<file path="src/rtl/plru_tree_updater.sv">
// Per-set tree pseudo-LRU state with touch (hit) and query/claim (fill) update ports.
// Node p has children 2p+1 / 2p+2; a node bit of 1 steers the LRU search left.
module plru_tree_updater #(
  parameter int num_ways = 8,
  parameter int num_sets = 16,
  localparam int way_w = $clog2(num_ways),
  localparam int set_w = (num_sets > 1) ? $clog2(num_sets) : 1
) (
  input  logic                clk,
  input  logic                rst,
  input  logic                touch_valid,
  input  logic [set_w-1:0]    touch_set,
  input  logic [way_w-1:0]    touch_way,
  input  logic                query_valid,
  input  logic [set_w-1:0]    query_set,
  input  logic                query_claim,
  output logic                victim_valid,
  output logic [way_w-1:0]    victim_way,
  output logic [num_ways-1:0] tree_bits
);

  logic [num_ways-1:0] tree_q [num_sets];

  logic [num_ways-1:0] query_pre;
  logic [num_ways-1:0] query_post_touch;
  logic [num_ways-1:0] claim_tree;
  logic [num_ways-1:0] touch_tree;
  logic [way_w-1:0]    query_victim;

  // Walk w's path from the root, pointing each node away from w.
  function automatic logic [num_ways-1:0] mru_update(input logic [num_ways-1:0] t,
                                                     input logic [way_w-1:0] w);
    logic [num_ways-1:0] r;
    int p;
    r = t;
    p = 0;
    for (int l = way_w - 1; l >= 0; l--) begin
      r[p] = w[l];
      p = 2 * p + 1 + int'(w[l]);
    end
    return r;
  endfunction

  function automatic logic [way_w-1:0] victim_of(input logic [num_ways-1:0] t);
    logic [way_w-1:0] v;
    logic vb;
    int p;
    v = '0;
    p = 0;
    for (int l = way_w - 1; l >= 0; l--) begin
      vb = ~t[p];
      v[l] = vb;
      p = 2 * p + 1 + int'(vb);
    end
    return v;
  endfunction

  always_comb begin
    query_pre        = tree_q[query_set];
    query_post_touch = query_pre;
    if (touch_valid && (touch_set == query_set)) begin
      query_post_touch = mru_update(query_pre, touch_way);
    end
    query_victim = victim_of(query_post_touch);
    // Built on the post-touch tree so a same-set touch and claim collapse into one write.
    claim_tree   = mru_update(query_post_touch, query_victim);
    touch_tree   = mru_update(tree_q[touch_set], touch_way);
  end

  always_ff @(posedge clk) begin
    if (rst) begin
      for (int s = 0; s < num_sets; s++) begin
        tree_q[s] <= '1;
      end
      victim_valid <= 1'b0;
      victim_way   <= '0;
      tree_bits    <= '1;
    end else begin
      if (touch_valid) begin
        tree_q[touch_set] <= touch_tree;
      end
      // Later assignment wins on a shared set; claim_tree already contains the touch.
      if (query_valid && query_claim) begin
        tree_q[query_set] <= claim_tree;
      end
      victim_valid <= query_valid;
      if (query_valid) begin
        victim_way <= query_victim;
        tree_bits  <= query_post_touch;
      end
    end
  end

endmodule

</file>
<file path="config.mk">
export PLATFORM = sky130hd
export DESIGN_NAME = plru_tree_updater
export DESIGN_NICKNAME = d
export VERILOG_FILES = /design/src/rtl/plru_tree_updater.sv
export SDC_FILE = /design/constraint.sdc
export NUM_CORES = 1
export LEC_CHECK = 0
export BUFFER_PORTS_ARGS = -buffer_cell sky130_fd_sc_hd__buf_2
export CAP_MARGIN = 20
export CORE_ASPECT_RATIO = 1.75
export CORE_UTILIZATION = 54
export DETAILED_ROUTE_END_ITERATION = 8
export PLACE_DENSITY = 0.7
export SYNTH_ARGS = -nofsm -noshare
export SYNTH_HDL_FRONTEND = slang
export SYNTH_SLANG_ARGS = --single-unit
</file>
<file path="constraint.sdc">
create_clock -name clk -period 3.29 [get_ports clk]
set_input_delay 0.1645 -clock clk [delete_from_list [all_inputs] [get_ports clk]]
set_output_delay 0.1645 -clock clk [all_outputs]
set_load 0.02 [all_outputs]
</file>
==> metrics.md, run 1 <==
| Metric | Value |
|---|---|
| Share of total power in the clock network | between 40% and 50% |
| Largest fanout on the critical path | 16 |
| Clock buffers created by TritonCTS | 17 |
| Run status | finished clean |
| Estimated wirelength of the detail-placed design | 19000 um |
| Start point of the worst min-delay path | rst |
| Area of the placeable core | around 0.015 mm^2 |
| Drc violations | 0 |
| Count of flip-flops with a built-in enable after synthesis | around 130 |
| Arrival time of data at the critical path endpoint | ~3300 ps |
| Worst setup SP type | flop |
| Portion of the post-synthesis area used by sequential elements | about half |
| Bufs on Longest Clock Path | 2 |
| Dominant cell type by area after synthesis | edfxtp_1 |
| Unique cell type count in the Yosys netlist | around 60 |
| CTS tree | done |
| H-tree depth | 4 |
| Cell Area, Synth | 0.00826 mm^2 |
| Peak clock frequency supported by timing | roughly 320 MHz |
| Unrepaired setup endpoints after global routing | false |
| Crit. End Element | flop |
| Yosys reg bits | between 100 and 150 |
| Number of vias per cell after detailed routing | roughly 7.7 |
| Post-cts gate resize count | 0 |
| DR pass1 iterations | 8 |
| Worst-case clock skew | between 10 and 15 ps |
| GRT Overall Usage | around two fifths |
| Slew HR | about a quarter |
| Detail Route Antenna Nets | 0 |
| Quantity of hold-fixing buffers added after cts | 0 |
| Worst hold endpoint | victim_valid |
| Largest cells by area after synthesis | edfxtp_1 (47%), mux4_2 (18%), a22oi_1 (12%) |
| Number of endpoints with negative hold slack in the final report | 0 |
| Row Count | between 50 and 60 |
| Worst Hold Path Cells | 3 |
| Count of buffers from port buffering | 27 |
| Average footprint of a synthesized cell | approximately 14 um^2 |
| Most common flop cell mapped by yosys | edfxtp_1 |
| Most common cell after layout, fill and taps aside | a22oi_1 |
| Aggregate negative setup slack | 0 ps |
| Commonest cells after routing, fill and taps aside | a22oi_1 (132), edfxtp_1 (128), mux4_2 (66), buf_4 (63), nor2_1 (38) |
| Total die area | approximately 0.016 mm^2 |
| Total inserted antenna cells | 0 |
| Nets in the synthesized netlist | 609 |
| DP Worst Slack | about 180 ps |
| Internal power summed over all cells | 0.00333 W |
| Starting Density | 55.4% |
| Post-CTS setup buffers | 0 |
| Final routed wire length divided by cell count | 33.7 um |
| Hold Path Class | input port to flop |
| Switching power total | ~0.0012 W |
| Total power density per cell area | about 480 mW/mm^2 |
| Number of maximum-capacitance violations | 0 |
| Pleak | between 2 and 3 nW |
| Area growth from synthesis to layout | 14.6% |
| Clock slew seen by the registers of the worst setup and hold paths | about 70 ps |
| Worst Setup Path Type | flop to flop |
| Final Cycle Share | a little over nine tenths |
| Combinational share of power | about an eighth |
| Share of synthesized registers carrying an async set or reset | 0% |
| Clock latency reported for the late side of the worst-skew pair | approximately 430 ps |
| Number of global-route vias before repair | between 6k and 7k |
| Largest net degree at the start of global routing | 33 |
| Number of top-level pins | 28 |
| Register-to-Register Path Depth | 8 |
| Clk root buf | clkbuf_16 |
| Setup slack of the most critical reg-to-reg path | ~130 ps |
| Global-route wire length before repair | 42000 um |
| Switching power as a share of total power | 26.6% |
| Count of final max-slew check failures | 0 |
| Worst vdd ir | ~0.00034 V |
| Final Setup Violations | 0 |
| Total Nets Final | 666 |
| Clock Sinks | 140 |
| DRT iter0 DRCs | 1030 |
| Post-synthesis instance total | between 500 and 600 |
| Data required time of the critical path | around 3400 ps |
| Sequential power share | 43.3% |
| Post-detailed-routing wire length | 28300 um |
| Antenna violations before repair | 2 |
| Period minus WS final | approximately 3200 ps |
| Width of the die | 95.5 um |
| Die height | 166 um |
| Total number of yosys warnings | 0 |
| Routability congestion estimate | between 0.9 and 1 |
| Routed via count | between 6k and 7k |
| Actual transition at the worst max-transition pin | between 1000 and 1500 ps |
| Top-area cell type share of the netlist area | 46.5% |
| Worst reg2reg path startpoint | tree_q[15][0] |
| PnR worst setup slack | about 130 ps |
| Terminus of the critical flop-to-flop path | tree_q[0][6] |
| Share of final-layout standard cells stronger than drive strength 1 | 32.7% |
| Total gr overflow | 0 |
[area by class of cell]
cell class                 count  area, um^2
tap                          183         229
sequential                   140        4080
inverter                       5        18.8
multi-input combinational    387        3880
fill                        1072        5440
timing repair buffer          93         663
clock buffer                  19         433
clock inverter                13         166
[metrics by stage]
step	power, W	hold WS, ps	cell area, um^2	cells	util, %
floorplan	0.00234	281	8260	587	-
global route	0.00462	136	9470	840	63.5
finish	0.00454	117	9470	840	63.5
CTS	0.00450	116	9470	840	63.5
detailed placement	0.00254	453	8870	808	59.5
global placement	0.00252	446	8850	806	59.3
[critical path, stage by stage, from the launching register on]
cell      delay [ps]
edfxtp_1         510
mux4_2           520
mux4_2           500
o21ai_2          100
o31ai_4          100
buf_4            230
nand2b_4         190
xnor2_4          520
a22oi_1          190
[how the worst max path moves through the flow]
stage / endpoint / startpoint / slack (ps) / cells past startpoint
after global placement: tree_q[12][3] / query_set[0] / 30 / 10
after CTS: tree_q[0][6] / tree_q[15][0] / 230 / 8
after floorplan: tree_q[7][7] / touch_set[0] / 710 / 7
after detailed placement: tree_q[0][6] / query_set[0] / 180 / 10
after global routing: tree_q[2][6] / tree_q[15][0] / 60 / 8
final: tree_q[0][6] / tree_q[15][0] / 130 / 8
[cells in the mapped netlist, drive strengths merged, types with 3 or more instances]
master    n
nor3     23
o21ai     3
nand3     3
inv       4
or2       4
ha        6
nor2     40
a21oi     8
mux4     69
nand2b    7
edfxtp  128
buf      32
xnor2     8
nor2b     8
a22o      4
clkbuf   23
dfxtp    12
mux2i    11
nand2    16
a22oi   132
or3      19
[routing by layer]
layer / vias up / wire length [um] / GRT usage, %
li1: 2574 / - / -
met2: 625 / 13700 / 59.1
met3: 163 / 3860 / 15.1
met4: 4 / 2550 / 26.8
met5: - / 27 / 0
met1: 3088 / 8130 / 42.2
[registers in the layout (all words and copies together) (netlist names)]
register	count
victim_way	3
tree_q	128
victim_valid	1
tree_bits	8
[power by group through the flow]
stage	sequential (W)	clock, W	combinational (W)
finish	0.00196	0.00200	0.000572
global route	0.00196	0.00206	0.000589
CTS	0.00196	0.00199	0.000547
detailed placement	0.00200	0	0.000543
global placement	0.00200	0	0.000524
floorplan	0.00201	0	0.000334
[logic make-up (layout without fill, tap and decap cells)]
group           after synthesis  in the layout  synth area share, %
mux                          82             82                 20.6
xor+xnor                     10             10                 1.88
simple gates                126            126                 7.86
fa+ha+maj                     6              6                0.909
flops                       140            140                 49.4
buf+inv                      60            130                 3.68
compound gates              163            163                 15.6
No activity file was read; power rests on OpenSTA's default activity.
==> run 2: changes to the inputs <==
--- a/config.mk
+++ b/config.mk
@@ -7,10 +7,12 @@
 export LEC_CHECK = 0
 export BUFFER_PORTS_ARGS = -buffer_cell sky130_fd_sc_hd__buf_2
 export CAP_MARGIN = 20
+export CELL_PAD_IN_SITES_DETAIL_PLACEMENT = 1
+export CELL_PAD_IN_SITES_GLOBAL_PLACEMENT = 1
 export CORE_ASPECT_RATIO = 1.75
-export CORE_UTILIZATION = 54
+export CORE_UTILIZATION = 53
 export DETAILED_ROUTE_END_ITERATION = 8
-export PLACE_DENSITY = 0.7
+export PLACE_DENSITY = 0.8
 export SYNTH_ARGS = -nofsm -noshare
 export SYNTH_HDL_FRONTEND = slang
 export SYNTH_SLANG_ARGS = --single-unit
==> run 2 against run 1 <==
Final cell count shrank 0.60%; combinational power grew 3%; clock skew grew 7.0 ps; final area down 0.41%; core utilization down 1.9 points; clock power barely moved; total power up 0.39%; via count is 4.0% higher; non-clock buffer count shrank 6; fmax decreased by 2.2%; critical endpoint is now tree_q[4][7]; largest cell class unchanged; largest power group unchanged; highest routed layer unchanged.
==> metrics.md, run 2 (same netlist as run 1, synthesis figures left out) <==
| Metric | Value |
|---|---|
| Critical Path Max Stage Delay | 850 ps (+330 ps) |
| Combinational share of power | 13.0% (+0.4 points) |
| Startpoint of the most critical setup path | rst |
| Global-route wire length before repair | 46100 um (+9.7%) |
| Clock buffers created by TritonCTS | 17 (unchanged) |
| Final routed wire length divided by cell count | 38.3 um (+14%) |
| Final Setup Violations | 0 (unchanged) |
| Register-to-Register Path Depth | 7 (-1) |
| Number of endpoints with negative hold slack in the final report | 0 (unchanged) |
| Number of maximum-capacitance violations | 0 (unchanged) |
| Crit. End Element | flop |
| Total stage count of the critical path | 9 (+1) |
| Largest regs | tree_q: 128 flops, tree_bits: 8 flops, victim_way: 3 flops |
| Total power density per cell area | 483 mW/mm^2 (+0.81%) |
| Routed via count | 6715 (+4.0%) |
| Number of top-level pins | 28 (unchanged) |
| Bufs on Longest Clock Path | 2 (unchanged) |
| Sequential power share | 43.1% (-0.2 points) |
| Most common cell after layout, fill and taps aside | a22oi_1 |
| Total inserted antenna cells | 0 (unchanged) |
| Internal power summed over all cells | 0.00333 W (about the same) |
| Actual transition at the worst max-transition pin | 1120 ps (-6.97 ps) |
| Total die area | 0.0161 mm^2 (+1.9%) |
| Die height | 167 um (+0.93%) |
| Largest fanout on the critical path | 10 (-6) |
| Peak clock frequency supported by timing | 310 MHz (-2.2%) |
| Unrepaired setup endpoints after global routing | false |
| Clock latency reported for the late side of the worst-skew pair | 430 ps (about the same) |
| Area growth from synthesis to layout | 14.2% |
| Row Count | 60 (+1.7%) |
| Routability congestion estimate | 0.953 (-0.15%) |
| CTS tree | done |
| Worst vdd ir | 0.000278 V (-19%) |
| DRT iter0 DRCs | 1021 (-0.87%) |
| Estimated wirelength of the detail-placed design | 20900 um (+10%) |
| Arrival time of data at the critical path endpoint | 3500 ps (+220 ps) |
| Final Cycle Share | 98.1% (+2.2 points) |
| Slew HR | 24.9% (+0.47 points) |
| Worst reg2reg path startpoint | tree_q[12][2] |
| Area of the placeable core | 0.0153 mm^2 (+2.7%) |
| Post-CTS setup buffers | 0 (unchanged) |
| Worst Hold Path Cells | 3 (unchanged) |
| Total gr overflow | 0 (unchanged) |
| Worst setup SP type | input port |
| Data required time of the critical path | 3560 ps (+140 ps) |
| Run status | finished clean |
| Crit path max-delay cell type | nor2_1 |
| DR pass1 iterations | 6 (-2) |
| Cell breakdown of the critical path | dlygate4sd3_1, buf_2, nor2b_1, nand2_1, or3_1, nor2_1, nor3_1, buf_4, a22oi_1 |
| Bufs and invs on worst path | 3 (+2) |
| Share of final-layout standard cells stronger than drive strength 1 | 31.9% (-0.83 points) |
| Period minus WS final | 3230 ps (+71.9 ps) |
| Aggregate negative setup slack | 0 ps (unchanged) |
| Share of total power in the clock network | 43.9% (-0.2 points) |
| Flip-flop count of the largest register, all copies and words added | 128 (unchanged) |
| H-tree depth | 4 (unchanged) |
| Starting Density | 53.9% (-1.5 points) |
| Top register by number of flip-flops | tree_q |
| Clock Sinks | 140 (unchanged) |
| Pleak | 2.56 nW (-1.2%) |
| Clk root buf | clkbuf_16 |
| GRT Overall Usage | 41.7% (+3.5 points) |
| Start point of the worst min-delay path | query_valid |
| Post-detailed-routing wire length | 32000 um (+13%) |
| Largest net degree at the start of global routing | 31 (-6.1%) |
| Detail Route Antenna Nets | 0 (unchanged) |
| Worst Setup Path Type | input port to flop |
| Switching power total | 0.00123 W (+1.7%) |
| Switching power as a share of total power | 26.9% (+0.33 points) |
| Worst-case clock skew | 18.7 ps (+6.97 ps) |
| Total Nets Final | 660 (-0.90%) |
| Hold Path Class | input port to flop |
| Drc violations | 0 (unchanged) |
| Count of final max-slew check failures | 0 (unchanged) |
| Number of global-route vias before repair | 6896 (+6.6%) |
| Count of buffers from port buffering | 27 (unchanged) |
| Smallest hold slack | 156 ps (+38.3 ps) |
| Width of the die | 96.4 um (+0.92%) |
| Antenna violations before repair | 3 (+1) |
| Number of vias per cell after detailed routing | 8.04 (+4.7%) |
| Commonest cells after routing, fill and taps aside | a22oi_1 (132), edfxtp_1 (128), mux4_2 (66), buf_4 (56), nor2_1 (38) |
| Clock slew seen by the registers of the worst setup and hold paths | 60 ps (about the same) |
| Gate family responsible for the most delay along the worst path | simple AND/OR/NAND/NOR gates |
-- run 2: cell count changes in the layout (fill, tap and decap cells not counted), sizes merged --
cell,delta
buf,-7
clkbuf,-2
clkinv,+1
dlygate4sd3,+1
inv,-1
-- run 2: final cells by class --
cell class / instances / area [um^2]
Inverter: 5 / 18.8
Tap cell: 186 / 233
Clock buffer: 17 / 425
Clock inverter: 13 / 169
Fill cell: 1445 / 5880
Sequential cell: 140 / 4080
Timing Repair Buffer: 87 / 626
Multi-Input combinational cell: 387 / 3880
-- run 2: worst paths after layout --
path	slack [ps]	endpoint
max	60	tree_q[4][7]
min	160	victim_way[1]
max reg2reg	150	tree_q[4][5]
min reg2reg	470	victim_way[2]
-- run 2: per-layer routing --
metal  vias up  global-route usage [%]  part of all wire (%)
met3       172                    12.9                    11
met4         6                    27.9                   8.3
met2       599                    68.0                    50
met1      3379                    45.7                    30
met5         -                       0                  0.14
li1       2559                       -                     -
-- run 2: power by group through the flow --
stage	sequential (W)	clock [W]	combinational (W)
2_1_floorplan	0.00201	0	0.000334
3_3_place_gp	0.00200	0	0.000536
3_5_place_dp	0.00200	0	0.000554
4_1_cts	0.00196	0.00199	0.000567
5_1_grt	0.00197	0.00204	0.000604
6_report	0.00196	0.00200	0.000590
-- run 2: what timing repair did --
| item | 4_1_cts | 5_1_grt |
|---|---|---|
| endpoints found under the hold margin | 1 | 0 |
| resized for setup | 0 | 0 |
| hold buffers | 1 | 0 |
| setup endpoints to repair | 0 | 0 |
-- run 2: worst reg2reg max path, stage by stage, from the launching register on --
cell	delay (ps)
edfxtp_1	420
mux4_1	530
mux2i_1	420
mux2_2	300
a2bb2oi_4	300
nor2_4	90
xor2_4	530
a22oi_1	230
-- run 2: through the flow --
step / setup WS, ps / cell area, um^2 / total power (W) / cells / utilization [%]
after floorplan: 706 / 8260 / 0.00234 / 587 / -
after global placement: 156 / 8820 / 0.00254 / 803 / 57.6
after detailed placement: 62.5 / 8830 / 0.00256 / 804 / 57.6
after CTS: 304 / 9430 / 0.00452 / 835 / 61.6
after global routing: 2.51 / 9430 / 0.00461 / 835 / 61.6
final: 61.0 / 9430 / 0.00455 / 835 / 61.6
==> run 3: changes to the inputs <==
--- a/config.mk
+++ b/config.mk
@@ -10,9 +10,9 @@
 export CELL_PAD_IN_SITES_DETAIL_PLACEMENT = 1
 export CELL_PAD_IN_SITES_GLOBAL_PLACEMENT = 1
 export CORE_ASPECT_RATIO = 1.75
-export CORE_UTILIZATION = 53
+export CORE_UTILIZATION = 48
 export DETAILED_ROUTE_END_ITERATION = 8
-export PLACE_DENSITY = 0.8
+export PLACE_DENSITY = 0.76
 export SYNTH_ARGS = -nofsm -noshare
 export SYNTH_HDL_FRONTEND = slang
 export SYNTH_SLANG_ARGS = --single-unit
==> constraint.sdc (replaced) <==
create_clock -name clk -period 2.7 [get_ports clk]
set_input_delay 0.135 -clock clk [delete_from_list [all_inputs] [get_ports clk]]
set_output_delay 0.135 -clock clk [all_outputs]
set_load 0.02 [all_outputs]
==> run 3 against run 2 <==
The flow now finishes with violations (negative setup slack); total power grew 21%; largest power group is now sequential cells; final cell count rose by 9.3%; wire length rose by 3.7%; highest routed layer unchanged; register-to-register slack worse by 300 ps; combinational power increased by 47%; via count grew 2.2%; clock-buffer cell count increased by 10.
==> metrics.md, run 3 (same netlist as run 1, synthesis figures left out) <==
| Metric | Value |
|---|---|
| Run status | finished, violations left |
| Violated checks | negative setup slack |
| Number of global-route vias before repair | 7023 (+1.8%) |
| Area of the placeable core | 0.0169 mm^2 (+10%) |
| Drc violations | 0 (unchanged) |
| Number of fill cells | 1637 (+13%) |
| Flip-flop count of the largest register, all copies and words added | 128 (unchanged) |
| CTS tree | done |
| Worst vdd ir | 0.000358 V (+29%) |
| Actual transition at the worst max-transition pin | 1230 ps (+116 ps) |
| Fraction of the core area covered by cells at the end of the flow | 59.5% (-2.1 points) |
| Register-to-Register Path Depth | 7 (unchanged) |
| Clock latency reported for the late side of the worst-skew pair | 440 ps (about the same) |
| Final routed wire length divided by cell count | 36.3 um (-5.2%) |
| DRT iter0 DRCs | 711 (-30%) |
| Overall power after layout | 0.00550 W (+21%) |
| Cell breakdown of the critical path | mux4_2, a22oi_2, nand2_1, mux2_2, xor2_4, buf_8, a22oi_2 |
| Sequential standard cell area | 0.00408 mm^2 (unchanged) |
| Total die area | 0.0178 mm^2 (+10%) |
| Count of final max-slew check failures | 0 (unchanged) |
| Row Count | 63 (+5.0%) |
| Area growth from synthesis to layout | 21.5% |
| Worst Setup Path Type | flop to flop |
| Most common cell after layout, fill and taps aside | edfxtp_1 |
| Arrival time of data at the critical path endpoint | 2980 ps (-520 ps) |
| Routability congestion estimate | 0.952 (about the same) |
| Clock slew seen by the registers of the worst setup and hold paths | 60 ps (about the same) |
| Cell seen most often among critical-path stages | a22oi_2 |
| Antenna violations before repair | 4 (+1) |
| Crit path max-delay cell type | mux4_2 |
| Detail Route Antenna Nets | 0 (unchanged) |
| Top register by number of flip-flops | tree_q |
| Commonest cells after routing, fill and taps aside | edfxtp_1 (128), a22oi_1 (95), buf_4 (78), mux4_2 (66), nor2_1 (38) |
| Final Setup Violations | 89 (+89) |
| PnR worst setup slack | -153 ps (-214 ps) |
| Hold Path Class | input port to flop |
| Pleak | 2.77 nW (+8.4%) |
| Critical Path Max Stage Delay | 520 ps (-330 ps) |
| Peak clock frequency supported by timing | 350 MHz |
| Worst setup SP type | flop |
| Number of endpoints with negative hold slack in the final report | 0 (unchanged) |
| Count of placed standard cells in the final layout, fillers left out | 913 (+9.3%) |
| Total power density per cell area | 547 mW/mm^2 (+13%) |
| Share of final-layout standard cells stronger than drive strength 1 | 40.4% (+8.5 points) |
| Period minus WS final | 2850 ps |
| Die height | 176 um (+5.0%) |
| GRT Overall Usage | 38.7% (-3.1 points) |
| Data required time of the critical path | 2820 ps (-740 ps) |
| Number of maximum-capacitance violations | 0 (unchanged) |
| H-tree depth | 4 (unchanged) |
| Global-route wire length before repair | 46500 um (+1.0%) |
| Clock buffers created by TritonCTS | 17 (unchanged) |
| Bufs and invs on worst path | 1 (-2) |
| Number of cells in the design after placement | 874 (+8.7%) |
| Starting Density | 49.0% (-5.0 points) |
| Largest fanout on the critical path | 8 (-2) |
| Total Nets Final | 693 (+5.0%) |
| DP Worst Slack | -170 ps (-233 ps) |
| Number of vias per cell after detailed routing | 7.52 (-6.5%) |
| Estimated wirelength of the detail-placed design | 22700 um (+8.7%) |
| Post-detailed-routing wire length | 33100 um (+3.7%) |
| Number of top-level pins | 28 (unchanged) |
| Total stage count of the critical path | 7 (-2) |
| Largest net degree at the start of global routing | 20 (-35%) |
| Clk root buf | clkbuf_16 |
| Final Cycle Share | 106% |
| Total gr overflow | 0 (unchanged) |
| DR pass1 iterations | 5 (-1) |
| Largest regs | tree_q: 128 flops, tree_bits: 8 flops, victim_way: 3 flops |
| Width of the die | 101 um (+5.0%) |
| Crit. End Element | flop |
| Unrepaired setup endpoints after global routing | true |
| Total area of multi-input combinational cells | 0.00410 mm^2 (+5.8%) |
| Routed via count | 6866 (+2.2%) |
| Clock Sinks | 140 (unchanged) |
| Gate family responsible for the most delay along the worst path | multiplexers |
| Worst Hold Path Cells | 2 (-1) |
| Slew HR | 17.1% (-7.8 points) |
| Worst-case clock skew | 6.96 ps (-11.8 ps) |
| Count of buffers from port buffering | 27 (unchanged) |
| Bufs on Longest Clock Path | 2 (unchanged) |
[run 3: what timing repair did]
item / in CTS / in global routing
pin swaps: 3 / 2
hold buffers: 0 / 0
resized for setup: 15 / 36
hold endpoints to repair: 0 / 0
endpoints found under the setup margin: 27 / 96
buffers inserted: 2 / 3
[run 3: where the power goes]
part           leakage (nW)  switching [W]  total, W  internal (W)
clock                 0.276       0.000901   0.00223       0.00133
sequential            0.987      0.0000120   0.00240       0.00238
combinational          1.51       0.000561  0.000870      0.000309
total                  2.77        0.00147   0.00550       0.00402
[run 3: metal layers]
metal	track usage [%]	up-vias	routed length [um]
met5	0	-	25
met1	39.2	3389	9460
met4	32.7	4	3460
met3	13.2	220	3780
li1	-	2626	-
met2	62.8	627	16400
[run 3: path summary, 6_finish.rpt]
kind                              startpoint             to  slack [ps]
worst min register to register  tree_bits[2]   tree_bits[2]         470
worst max register to register  tree_q[7][4]  tree_q[10][4]        -150
worst max-delay path            tree_q[7][4]  tree_q[10][4]        -150
worst min-delay path             query_valid   victim_valid         100
[run 3: cell type report]
class	instances	area share, %
Multi-Input combinational cell	387	40.9
Sequential cell	140	40.7
Timing Repair Buffer	120	9.88
Clock buffer	27	5.23
Tap cell	227	2.83
Clock inverter	5	0.274
Inverter	5	0.187
Antenna cell	2	0.0499
[run 3: per-stage QoR]
step | setup TNS [ps] | cell area [um^2] | hold WS, ps
2_1_floorplan | 0 | 8260 | 251
3_3_place_gp | -1570 | 9170 | 445
3_5_place_dp | -4810 | 9170 | 459
4_1_cts | -244 | 9830 | 68.0
5_1_grt | -8420 | 10000 | 77.6
6_report | -6540 | 10000 | 103
